<file path="config.mk">
export PLATFORM = sky130hd
export DESIGN_NAME = reaction_game_ctrl
export DESIGN_NICKNAME = d
export VERILOG_FILES = /design/src/rtl/reaction_game_ctrl.sv
export SDC_FILE = /design/constraint.sdc
export NUM_CORES = 1
export LEC_CHECK = 0
export ABC_CLOCK_PERIOD_IN_PS = 2700
export CAP_MARGIN = 15
export CORE_UTILIZATION = 50
export DETAILED_ROUTE_END_ITERATION = 16
export PLACE_DENSITY_LB_ADDON = 0.12
export SETUP_SLACK_MARGIN = 0.05
export SYNTH_ARGS = -nofsm -noshare
export SYNTH_HDL_FRONTEND = slang
export SYNTH_SLANG_ARGS = --single-unit
</file>
<file path="constraint.sdc">
create_clock -name clk -period 2.7 [get_ports clk]
set_clock_uncertainty 0.05 [all_clocks]
set_input_delay 0.27 -clock clk [delete_from_list [all_inputs] [get_ports clk]]
set_output_delay 0.27 -clock clk [all_outputs]
set_load 0.05 [all_outputs]
</file>
<file path="src/rtl/reaction_game_ctrl.sv">
// Reaction timer game sequencer.
// Flow: arm a pseudo-random delay, light GO, time the reaction in ms,
// and keep the best time seen since reset.
// Every output is registered and is computed from the next-state values,
// so each output changes on the clock edge after its cause.
module reaction_game_ctrl #(
  parameter int          MIN_DELAY_MS = 1000,
  parameter int          RAND_BITS    = 11,
  parameter int          MAX_TIME     = 9999,
  parameter logic [15:0] LFSR_SEED    = 16'hACE1
) (
  input  logic        clk,
  input  logic        rst,
  input  logic        tick_ms,
  input  logic        btn_start,
  input  logic        btn_react,
  output logic [13:0] number,
  output logic        go_led,
  output logic        blink,
  output logic        busy
);

  typedef enum logic [2:0] {
    S_IDLE   = 3'd0,
    S_WAIT   = 3'd1,
    S_GO     = 3'd2,
    S_RESULT = 3'd3,
    S_FOUL   = 3'd4
  } state_t;

  localparam logic [13:0] MAX_T = 14'(MAX_TIME);
  localparam logic [13:0] MIN_D = 14'(MIN_DELAY_MS);

  state_t      state, state_nxt;
  logic [15:0] lfsr;
  logic [13:0] delay, delay_nxt;
  logic [13:0] timer, timer_nxt;
  logic [13:0] result, result_nxt;
  logic [13:0] best, best_nxt;
  logic        new_best, new_best_nxt;

  logic [13:0] number_nxt;
  logic        go_led_nxt;
  logic        blink_nxt;
  logic        busy_nxt;

  // Wait length: the fixed minimum plus the low LFSR bits as random extra.
  function automatic logic [13:0] delay_load(input logic [15:0] l);
    return MIN_D + 14'(l[RAND_BITS-1:0]);
  endfunction

  // Countdown that holds at zero instead of wrapping.
  function automatic logic [13:0] delay_dec(input logic [13:0] d);
    return (d == 14'd0) ? 14'd0 : d - 14'd1;
  endfunction

  // Reaction timer increment that saturates at MAX_TIME.
  function automatic logic [13:0] timer_inc(input logic [13:0] t);
    return (t >= MAX_T) ? MAX_T : t + 14'd1;
  endfunction

  // Free-running Fibonacci LFSR (taps 16,14,13,11); sampled at each round start.
  always_ff @(posedge clk or posedge rst) begin
    if (rst) begin
      lfsr <= LFSR_SEED;
    end else begin
      lfsr <= {lfsr[14:0], lfsr[15] ^ lfsr[13] ^ lfsr[12] ^ lfsr[10]};
    end
  end

  // State register together with the game datapath registers.
  always_ff @(posedge clk or posedge rst) begin
    if (rst) begin
      state    <= S_IDLE;
      delay    <= 14'd0;
      timer    <= 14'd0;
      result   <= 14'd0;
      best     <= MAX_T;
      new_best <= 1'b0;
    end else begin
      state    <= state_nxt;
      delay    <= delay_nxt;
      timer    <= timer_nxt;
      result   <= result_nxt;
      best     <= best_nxt;
      new_best <= new_best_nxt;
    end
  end

  // Next-state and datapath update; within each state the first matching event wins.
  always_comb begin
    state_nxt    = state;
    delay_nxt    = delay;
    timer_nxt    = timer;
    result_nxt   = result;
    best_nxt     = best;
    new_best_nxt = new_best;
    case (state)
      S_IDLE, S_RESULT, S_FOUL: begin
        // btn_react is ignored here, so start always takes priority.
        if (btn_start) begin
          state_nxt = S_WAIT;
          delay_nxt = delay_load(lfsr);
        end
      end
      S_WAIT: begin
        // A press before GO is a foul, even on the tick that would end the wait.
        if (btn_react) begin
          state_nxt = S_FOUL;
        end else if (tick_ms) begin
          delay_nxt = delay_dec(delay);
          if (delay <= 14'd1) begin
            state_nxt = S_GO;
            timer_nxt = 14'd0;
          end
        end
      end
      S_GO: begin
        // The press captures the timer value before any same-cycle tick.
        if (btn_react) begin
          state_nxt  = S_RESULT;
          result_nxt = timer;
          if (timer < best) begin
            best_nxt     = timer;
            new_best_nxt = 1'b1;
          end else begin
            new_best_nxt = 1'b0;
          end
        end else if (tick_ms) begin
          if (timer >= MAX_T - 14'd1) begin
            // Timed out: show the ceiling, never counts as a best time.
            state_nxt    = S_RESULT;
            timer_nxt    = MAX_T;
            result_nxt   = MAX_T;
            new_best_nxt = 1'b0;
          end else begin
            timer_nxt = timer_inc(timer);
          end
        end
      end
      default: begin
        state_nxt = S_IDLE;
      end
    endcase
  end

  // Output decode from the next state, so the registered outputs line up with it.
  always_comb begin
    number_nxt = number;
    go_led_nxt = 1'b0;
    blink_nxt  = 1'b0;
    busy_nxt   = 1'b0;
    case (state_nxt)
      S_IDLE: begin
        number_nxt = best_nxt;
      end
      S_WAIT: begin
        // The display keeps its last value while waiting for GO.
        busy_nxt = 1'b1;
      end
      S_GO: begin
        go_led_nxt = 1'b1;
        busy_nxt   = 1'b1;
        number_nxt = timer_nxt;
      end
      S_RESULT: begin
        number_nxt = result_nxt;
        blink_nxt  = new_best_nxt;
      end
      S_FOUL: begin
        number_nxt = 14'd0;
        blink_nxt  = 1'b1;
      end
      default: begin
        number_nxt = best_nxt;
      end
    endcase
  end

  // Output registers.
  always_ff @(posedge clk or posedge rst) begin
    if (rst) begin
      number <= MAX_T;
      go_led <= 1'b0;
      blink  <= 1'b0;
      busy   <= 1'b0;
    end else begin
      number <= number_nxt;
      go_led <= go_led_nxt;
      blink  <= blink_nxt;
      busy   <= busy_nxt;
    end
  end

endmodule

</file>
Yosys cells after proc, flatten, opt, wreduce, memory -nomap -nowiden
Cells that the tools add are included.
- bits of input ports: 5
- output and inout bits: 17
- register bits: 93
- logic and storage cells: 75
- $add $sub $neg: 3
- equality and inequality tests: 11
- mux-type cells: 37
- bitwise gates (word level): 3
- $lt $le $gt $ge: 4
- reduce and logical (&&, ||, !) cells: 6
- operators by type and width (cell ; number):
    14-bit 2-to-1 mux ; 18
    14-bit one-hot mux with 2 select lines ; 2
    14-bit one-hot mux with 4 select lines ; 1
    14-bit greater-or-equal comparator (second input constant) ; 2
    3-bit 2-to-1 mux ; 7
    14-bit by 1-bit adder with 14-bit output (second input constant) ; 1
    14-bit by 1-bit less-or-equal comparator with 1-bit output (second input constant) ; 1
    14-bit zero test ; 1
    14-bit < comparator ; 1
    14-bit by 1-bit subtractor with 14-bit output (second input constant) ; 1
    10-bit by 11-bit adder with 12-bit output (first input constant) ; 1
    3-bit by 2-bit equality test with 1-bit output (second input constant) ; 4
    3-bit one-hot mux with 3 select lines ; 1
    1-bit 2-to-1 mux ; 7
    3-bit by 1-bit equality test with 1-bit output (second input constant) ; 2
    3-bit equality test (second input constant) ; 2
    2-bit != test (second input constant) ; 3
    4-bit AND reduction ; 1
    3-bit zero test ; 1
    3-bit OR reduction ; 1
    1-bit XOR ; 3
    1-bit one-hot mux with 2 select lines ; 1
    2-bit nonzero test ; 1
    2-bit OR reduction ; 1

Longest topological paths before layout
Gate-level depths: netlist of run 1.
- word-level depth: 8
- mapped depth: 11
- mapped depth without buffers: 10

Worst setup path before layout of run 1
OpenSTA, ideal clock, no wires.
- path kind: register to register
- start: register best[8]
- end: register number[12]
- arrival: 2.500 ns
- library setup time: 0.126 ns
- period minus slack after synthesis: 2.676 ns
- path slack: 0.024 ns
- required time: 2.524 ns
- cell stages (with the launch flop): 10
- path buffers: 0
- cells stage by stage: dfstp_2 -> inv_1 -> ha_1 -> a21o_1 -> a211oi_1 -> o21ai_0 -> o21a_1 -> nor2_1 -> mux2_2 -> a221o_1
- cells in the longest elaborated chain, start to end: 5
- RTL lines (what ; line ; RTL):
    start: declaration ; 39 ; logic [13:0] best, best_nxt;
    start signal: assignment ; 85 ; best <= best_nxt;
    14-bit < comparator ; 123 ; if (timer < best) begin
    14-bit 2-to-1 mux ; 123 ;
    14-bit 2-to-1 mux ; 120 ; if (btn_react) begin
    14-bit 2-to-1 mux ; 98 ; case (state)
    net best_nxt[12] ; 39 ;
    14-bit one-hot mux with 4 select lines ; 153 ; case (state_nxt)
    end signal: assignment ; 188 ; number <= number_nxt;
    end: declaration ; 17 ; output logic [13:0] number,
The timed path passes the listed nets, and every way through them passes these cells.
A chain may end at the register's enable or synchronous reset.

Final worst setup path of run 1
Same ends and word-level chain as after synthesis.

==> metrics.csv, run 1 <==
stage;metric;value;unit
floorplanning;DIE WIDTH;102;um
placed_design;pre-CTS WS;0.00785;ns
setup_path;critical path, cell by cell;inv_1, ha_1, a21o_1, a211oi_1, o21ai_1, o21a_2, nor2_4, mux2_4, a221o_1;
floorplanning;Core Box Area;0.00942;mm2
global_route;largest net degree at the start of global routing;42;
sta;minimum clock period;2.60;ns
synthesis;Post-synth ARST share;100;%
drt;drt first pass iters;6;
setup_path;CP endpoint kind;register;
synthesis;number of flops mapped to enable cells by yosys;0;
sta;Slew Viols, Final;0;
sta;Final setup violation count;0;
sta;Least-Margin Pin Slew;1.10;ns
setup_path;Crit path largest cell delay;0.55;ns
synthesis;synth warn;0;
sta;RSZ-0062 raised after global routing;true;
power;VDD IR max;344;uV
synthesis;Synth Register Bits;93;
setup_path;Worst setup SP type;register;
clock_tree;Reg clk slew, reported paths;0.10;ns
sta;relative slew slack;26.2;%
synthesis;ys flop type;dfrtp_1;
setup_path;CP max stage cell;dfstp_2;
layout;nets;598;
layout;ANT cells;0;
sta;final hold violation count;0;
synthesis;largest family of logic cells by synthesized area;compound AO/OA/AOI/OAI gates;
drt;DRC Markers;0;
clock_tree;Max H-tree Level;3;
setup_path;critical path fanouts, max;3;
synthesis;Synth Area in Simple Gates;18.2;%
synthesis;Syn Inst Count;520;
drt;DRT antenna net count;0;
clock_tree;CTS buffer count;9;
status;status;finished, final reports clean;
floorplanning;Initial Util;52.7;%
clock_tree;hold-fix buffers at CTS;0;
synthesis;Unique masters post-synth;62;
synthesis;post-synthesis cell area;0.00496;mm2
drt;drt wl/cell;19.3;um
global_route;total track usage;28.4;%
global_route;vias in the first global route;4115;
drt;1st-iter DRT viols;365;
sta;PnR worst setup slack;0.0971;ns
floorplanning;I/O pin total;22;
synthesis;Synth Area in Compound Gates;23.0;%
synthesis;mux share of post-synthesis cell area;1.06;%
sta;Total Neg Setup Slack;0;ns
floorplanning;Rows;35;
floorplanning;Die H;102;um
setup_path;Crit Path Class;register to register;
drt;via count;4338;
setup_path;arrival time at the worst endpoint;2.80;ns
sta;highest clock rate;384;MHz
clock_tree;clock sink total;93;
global_route;grt total ovfl;0;
placed_design;RD Place Congestion;0.947;
synthesis;syn_nets;544;
drt;total wire length;13700;um
min_path;Worst Hold Class;input port to async pin;
synthesis;synthesized area per cell;9.54;um2
sta;fin crit share;96.4;%
layout;fraction of layout cells with a size suffix above 1;19.9;%
synthesis;Synth Area in XOR/XNOR;1.41;%
power;pwr dens;739;mW/mm2
placed_design;DP HPWL;9800;um
synthesis;register area share after synthesis;47.5;%
power;Leak Pwr;0.00268;uW
run;Max Cap Viol;0;
synthesis;Synth Area in Adders;4.79;%
clock_tree;CTS max path bufs;2;
placed_design;Port Buffer Count;21;
setup_path;Req. time, crit path;2.90;ns
global_route;antenna violations before repair;0;
floorplanning;Die ar.;0.0103;mm2
drt;Vias/cell;6.13;
global_route;first-pass GRT wire length;21900;um
clock_tree;Clock Latency Late Sink;0.37;ns
layout;Area growth, synth to finish;17.9;%
clock_tree;CTS tree;done;
clock_tree;Root Buffer;clkbuf_8;
sequential cells by signal (all words and copies together), names as in the netlist:
register  cells
blink         1
timer        14
new_best      1
state         3
busy          1
best         14
result       14
go_led        1
delay        14
number       14
lfsr         16
synthesized netlist by cell type, types with 9 or more instances:
cell | instances | area, um2
a211oi_1 | 9 | 67.6
a21oi_1 | 34 | 170
a22o_1 | 9 | 78.8
clkbuf_1 | 12 | 45.0
dfrtp_1 | 69 | 1730
dfstp_2 | 24 | 631
ha_1 | 19 | 238
inv_1 | 24 | 90.1
nand2_1 | 36 | 135
nand3_1 | 22 | 110
nor2_1 | 46 | 173
nor3_1 | 12 | 60.1
o21ai_0 | 50 | 250
or2_2 | 10 | 62.6
path summary, 6_finish.rpt:
| path | startpoint | slack (ns) | end | cells after the start |
|---|---|---|---|---|
| min in group clk | lfsr[14] | 0.32 | lfsr[15] | 0 |
| min reg2reg | lfsr[14] | 0.32 | lfsr[15] | 0 |
| max reg2reg | best[8] | 0.1 | number[12] | 9 |
| min | rst | 0.23 | delay[8] | 2 |
| max | best[8] | 0.1 | number[12] | 9 |
| max in group asynchronous | rst | 1.67 | number[9] | 3 |
power by group:
part           internal [uW]  leakage (uW)  switching, uW
Sequential              1650       0.00115            170
Combinational            539       0.00143            907
Clock                    531      0.000107            524
worst max-delay path: cells and delay by family (launching register included):
family | cells | cell delay, ns
compound gates | 5 | 1.09
fa+ha+maj | 1 | 0.28
buf+inv | 1 | 0.05
flops | 1 | 0.55
mux | 1 | 0.32
simple gates | 1 | 0.14
kinds of logic (layout without fill, tap and decap cells):
logic type               Yosys count  after routing
flip-flops                        93             93
XOR/XNOR                           8              8
adder cells (fa/ha/maj)           19             19
AND/OR/NAND/NOR                  177            177
AO/OA/AOI/OAI                    171            171
buffers and inverters             47            106
multiplexers                       5              5
cell usage in the layout (no fill, tap or decap), types with 4 or more instances in the layout:
cell              n
dfrtp_1          68
nor3_1           11
and3_1            7
and2_1            4
o21ai_1           5
nand3_1          22
a32oi_1           4
o22ai_1           4
inv_1            23
dfstp_2          24
a21o_1            7
a221o_1           4
o21ai_0          48
a31oi_1           4
or3_1             5
buf_4            42
clkdlybuf4s50_1  21
nand2_1          36
nor2_1           44
nand2b_1          8
o21a_1            7
o211ai_1          5
clkbuf_8          9
o22a_1            7
a211oi_1          8
or2_2            10
nor4_1            4
xnor2_1           5
a21oi_1          34
ha_1             19
a22o_1            9
routing by layer:
metal | share of wire (%) | up-vias | GRT usage (%)
met3 | 7.2 | 29 | 4.62
met4 | 2.5 | 0 | 10.9
met2 | 43 | 180 | 41.3
met5 | 0 | - | 0
li1 | - | 2016 | -
met1 | 47 | 2113 | 42.3
through the flow:
step | hold slack (ns) | instance area, um2 | utilization [%] | power, uW | cells
2_1_floorplan | 0.283 | 4960 | - | 2770 | 520
3_3_place_gp | 0.295 | 5560 | 59.1 | 3240 | 689
3_5_place_dp | 0.291 | 5560 | 59.1 | 3270 | 689
4_1_cts | 0.249 | 5790 | 61.5 | 4320 | 705
5_1_grt | 0.302 | 5850 | 62.1 | 4550 | 708
6_report | 0.230 | 5850 | 62.1 | 4320 | 708
layout make-up:
type | count | area, um2
Clock buffer | 10 | 128
Multi-Input combinational cell | 380 | 2440
Inverter | 25 | 101
Tap cell | 129 | 161
Clock inverter | 6 | 93.8
Sequential cell | 93 | 2360
Fill cell | 802 | 3570
Timing Repair Buffer | 65 | 566
what timing repair did:
action / 4_1_cts / 5_1_grt
gates resized for setup: 5 / 8
endpoints found under the setup margin: 6 / 13
pin swaps: 0 / 4
buffers inserted: 0 / 3
cloned: 0 / 0
Power figures use the tool's default switching activity.
==> inputs of run 2 (changes only) <==
- MAX_ROUTING_LAYER: unset -> met4
==> run 2 against run 1 <==
Sequential cell count stayed put. Worst hold slack better by 0.041 ns. Die area stayed put. Worst setup slack worse by 0.00070 ns. Highest routed layer unchanged.
==> metrics.csv, run 2 (synthesis results as in run 1) <==
stage;metric;value;unit
status;status;finished, final reports clean;
sta;highest clock rate;384;MHz
placed_design;Port Buffer Count;21;
clock_tree;Max H-tree Level;3;
power;pwr dens;740;mW/mm2
clock_tree;CTS tree;done;
layout;Area growth, synth to finish;18.5;%
power;VDD IR max;455;uV
sta;Slew Viols, Final;0;
global_route;grt total ovfl;0;
layout;layout filler cell count;800;
layout;nets;600;
floorplanning;Rows;35;
setup_path;arrival time at the worst endpoint;2.81;ns
sta;minimum clock period;2.60;ns
floorplanning;Die H;102;um
sta;final hold violation count;0;
drt;DRC Markers;0;
sta;PnR worst setup slack;0.0964;ns
setup_path;Req. time, crit path;2.90;ns
setup_path;worst reg-to-reg path cell count;9;
sta;Total Neg Setup Slack;0;ns
placed_design;pre-CTS WS;-0.0242;ns
drt;via count;4374;
drt;drt wl/cell;20.0;um
layout;area of the multi-input gates;0.00244;mm2
layout;commonest non-fill, non-tap cell in the layout;dfrtp_1;
global_route;total track usage;30.5;%
min_path;Worst Hold Class;input port to async pin;
layout;register area;0.00236;mm2
floorplanning;Initial Util;52.7;%
global_route;vias in the first global route;4337;
floorplanning;DIE WIDTH;102;um
setup_path;worst r2r dst;number[12];
clock_tree;Clock Latency Late Sink;0.38;ns
sta;Least-Margin Pin Slew;0.638;ns
layout;ANT cells;0;
setup_path;Crit Path Class;register to register;
floorplanning;I/O pin total;22;
sta;Final setup violation count;0;
sta;RSZ-0062 raised after global routing;true;
drt;1st-iter DRT viols;348;
run;Max Cap Viol;0;
setup_path;Reg2Reg Setup Slack;0.1;ns
clock_tree;CTS max path bufs;2;
global_route;first-pass GRT wire length;22800;um
placed_design;RD Place Congestion;0.961;
global_route;largest net degree at the start of global routing;41;
sta;fin crit share;96.4;%
drt;drt first pass iters;5;
setup_path;Critical R2R Launch;best[8];
sta;relative slew slack;57.4;%
placed_design;DP HPWL;10100;um
global_route;antenna violations before repair;0;
clock_tree;clock sink total;93;
setup_path;critical path fanouts, max;3;
clock_tree;Root Buffer;clkbuf_8;
setup_path;Worst setup SP type;register;
drt;Vias/cell;6.16;
clock_tree;Reg clk slew, reported paths;0.11;ns
drt;DRT antenna net count;0;
layout;Largest register FFs;16;
power;Leak Pwr;0.00270;uW
setup_path;CP endpoint kind;register;
layout;end-of-flow core utilization;62.4;%
layout;most frequent cells in the layout;69 x dfrtp_1, 47 x o21ai_0, 45 x nor2_1;
layout;fraction of layout cells with a size suffix above 1;20.3;%
floorplanning;Die ar.;0.0103;mm2
drt;total wire length;14200;um
layout;Top reg by flops;lfsr;
clock_tree;CTS buffer count;9;
floorplanning;Core Box Area;0.00942;mm2
-- run 2: changes by cell type in the layout (fill, tap and decap cells not counted), sizes merged --
cell,before,now
buf,44,46
-- run 2: how the worst max path moves through the flow --
stage | from | to | depth (start not counted)
global route | best[8] | number[12] | 9
finish | best[8] | number[12] | 9
global placement | timer[0] | number[12] | 9
CTS | best[8] | number[12] | 9
floorplan | best[8] | number[11] | 9
detailed placement | btn_react | delay[6] | 7
-- run 2: per-layer routing --
layer	share of wire (%)	vias up	wire, um	global-route usage (%)
met5	0	-	0	-
met4	2.6	0	376	11.9
met3	7.6	40	1080	6.00
met2	45	191	6350	44.5
met1	45	2140	6390	41.7
li1	-	2003	-	-
-- run 2: area by class of cell --
type,count,share of cell area [%]
Multi-Input combinational cell,380,41.6
Sequential cell,93,40.1
Timing Repair Buffer,67,10.1
Tap cell,129,2.75
Clock buffer,10,2.17
Inverter,25,1.72
Clock inverter,6,1.60
-- run 2: repair_timing --
| item | CTS | global route |
|---|---|---|
| gates resized for setup | 4 | 10 |
| buffers inserted | 0 | 4 |
| setup endpoints to repair | 5 | 14 |
| cloned | 0 | 0 |
| pin swaps | 0 | 4 |
| hold buffers | 0 | 0 |
-- run 2: metrics by stage --
stage                     instance area, um2  instances  hold slack [ns]  total power, uW
after floorplan                         4960        520            0.283             2770
after detailed placement                5570        689            0.297             3270
after CTS                               5810        705            0.286             4330
after global placement                  5570        688            0.294             3230
after global routing                    5880        710            0.312             4570
final                                   5880        710            0.271             4350
-- run 2: report_power, final --
group	total (uW)	switching [uW]	internal, uW
registers	1820	170	1650
logic	1480	916	560
clock network	1060	527	531
-- run 2: critical path, stage by stage, from the launching register on --
cell	delay (ns)
dfstp_2	0.54
inv_1	0.05
ha_1	0.28
a21o_1	0.17
a211oi_2	0.20
o21ai_1	0.11
o21a_2	0.23
nor2_4	0.13
mux2_2	0.37
a221o_1	0.34
==> inputs of run 3 (changes only) <==
- ABC_CLOCK_PERIOD_IN_PS: 2700 -> unset
==> results of run 3 <==
No change in the layout: final DEF, timing and power equal those of run 2.
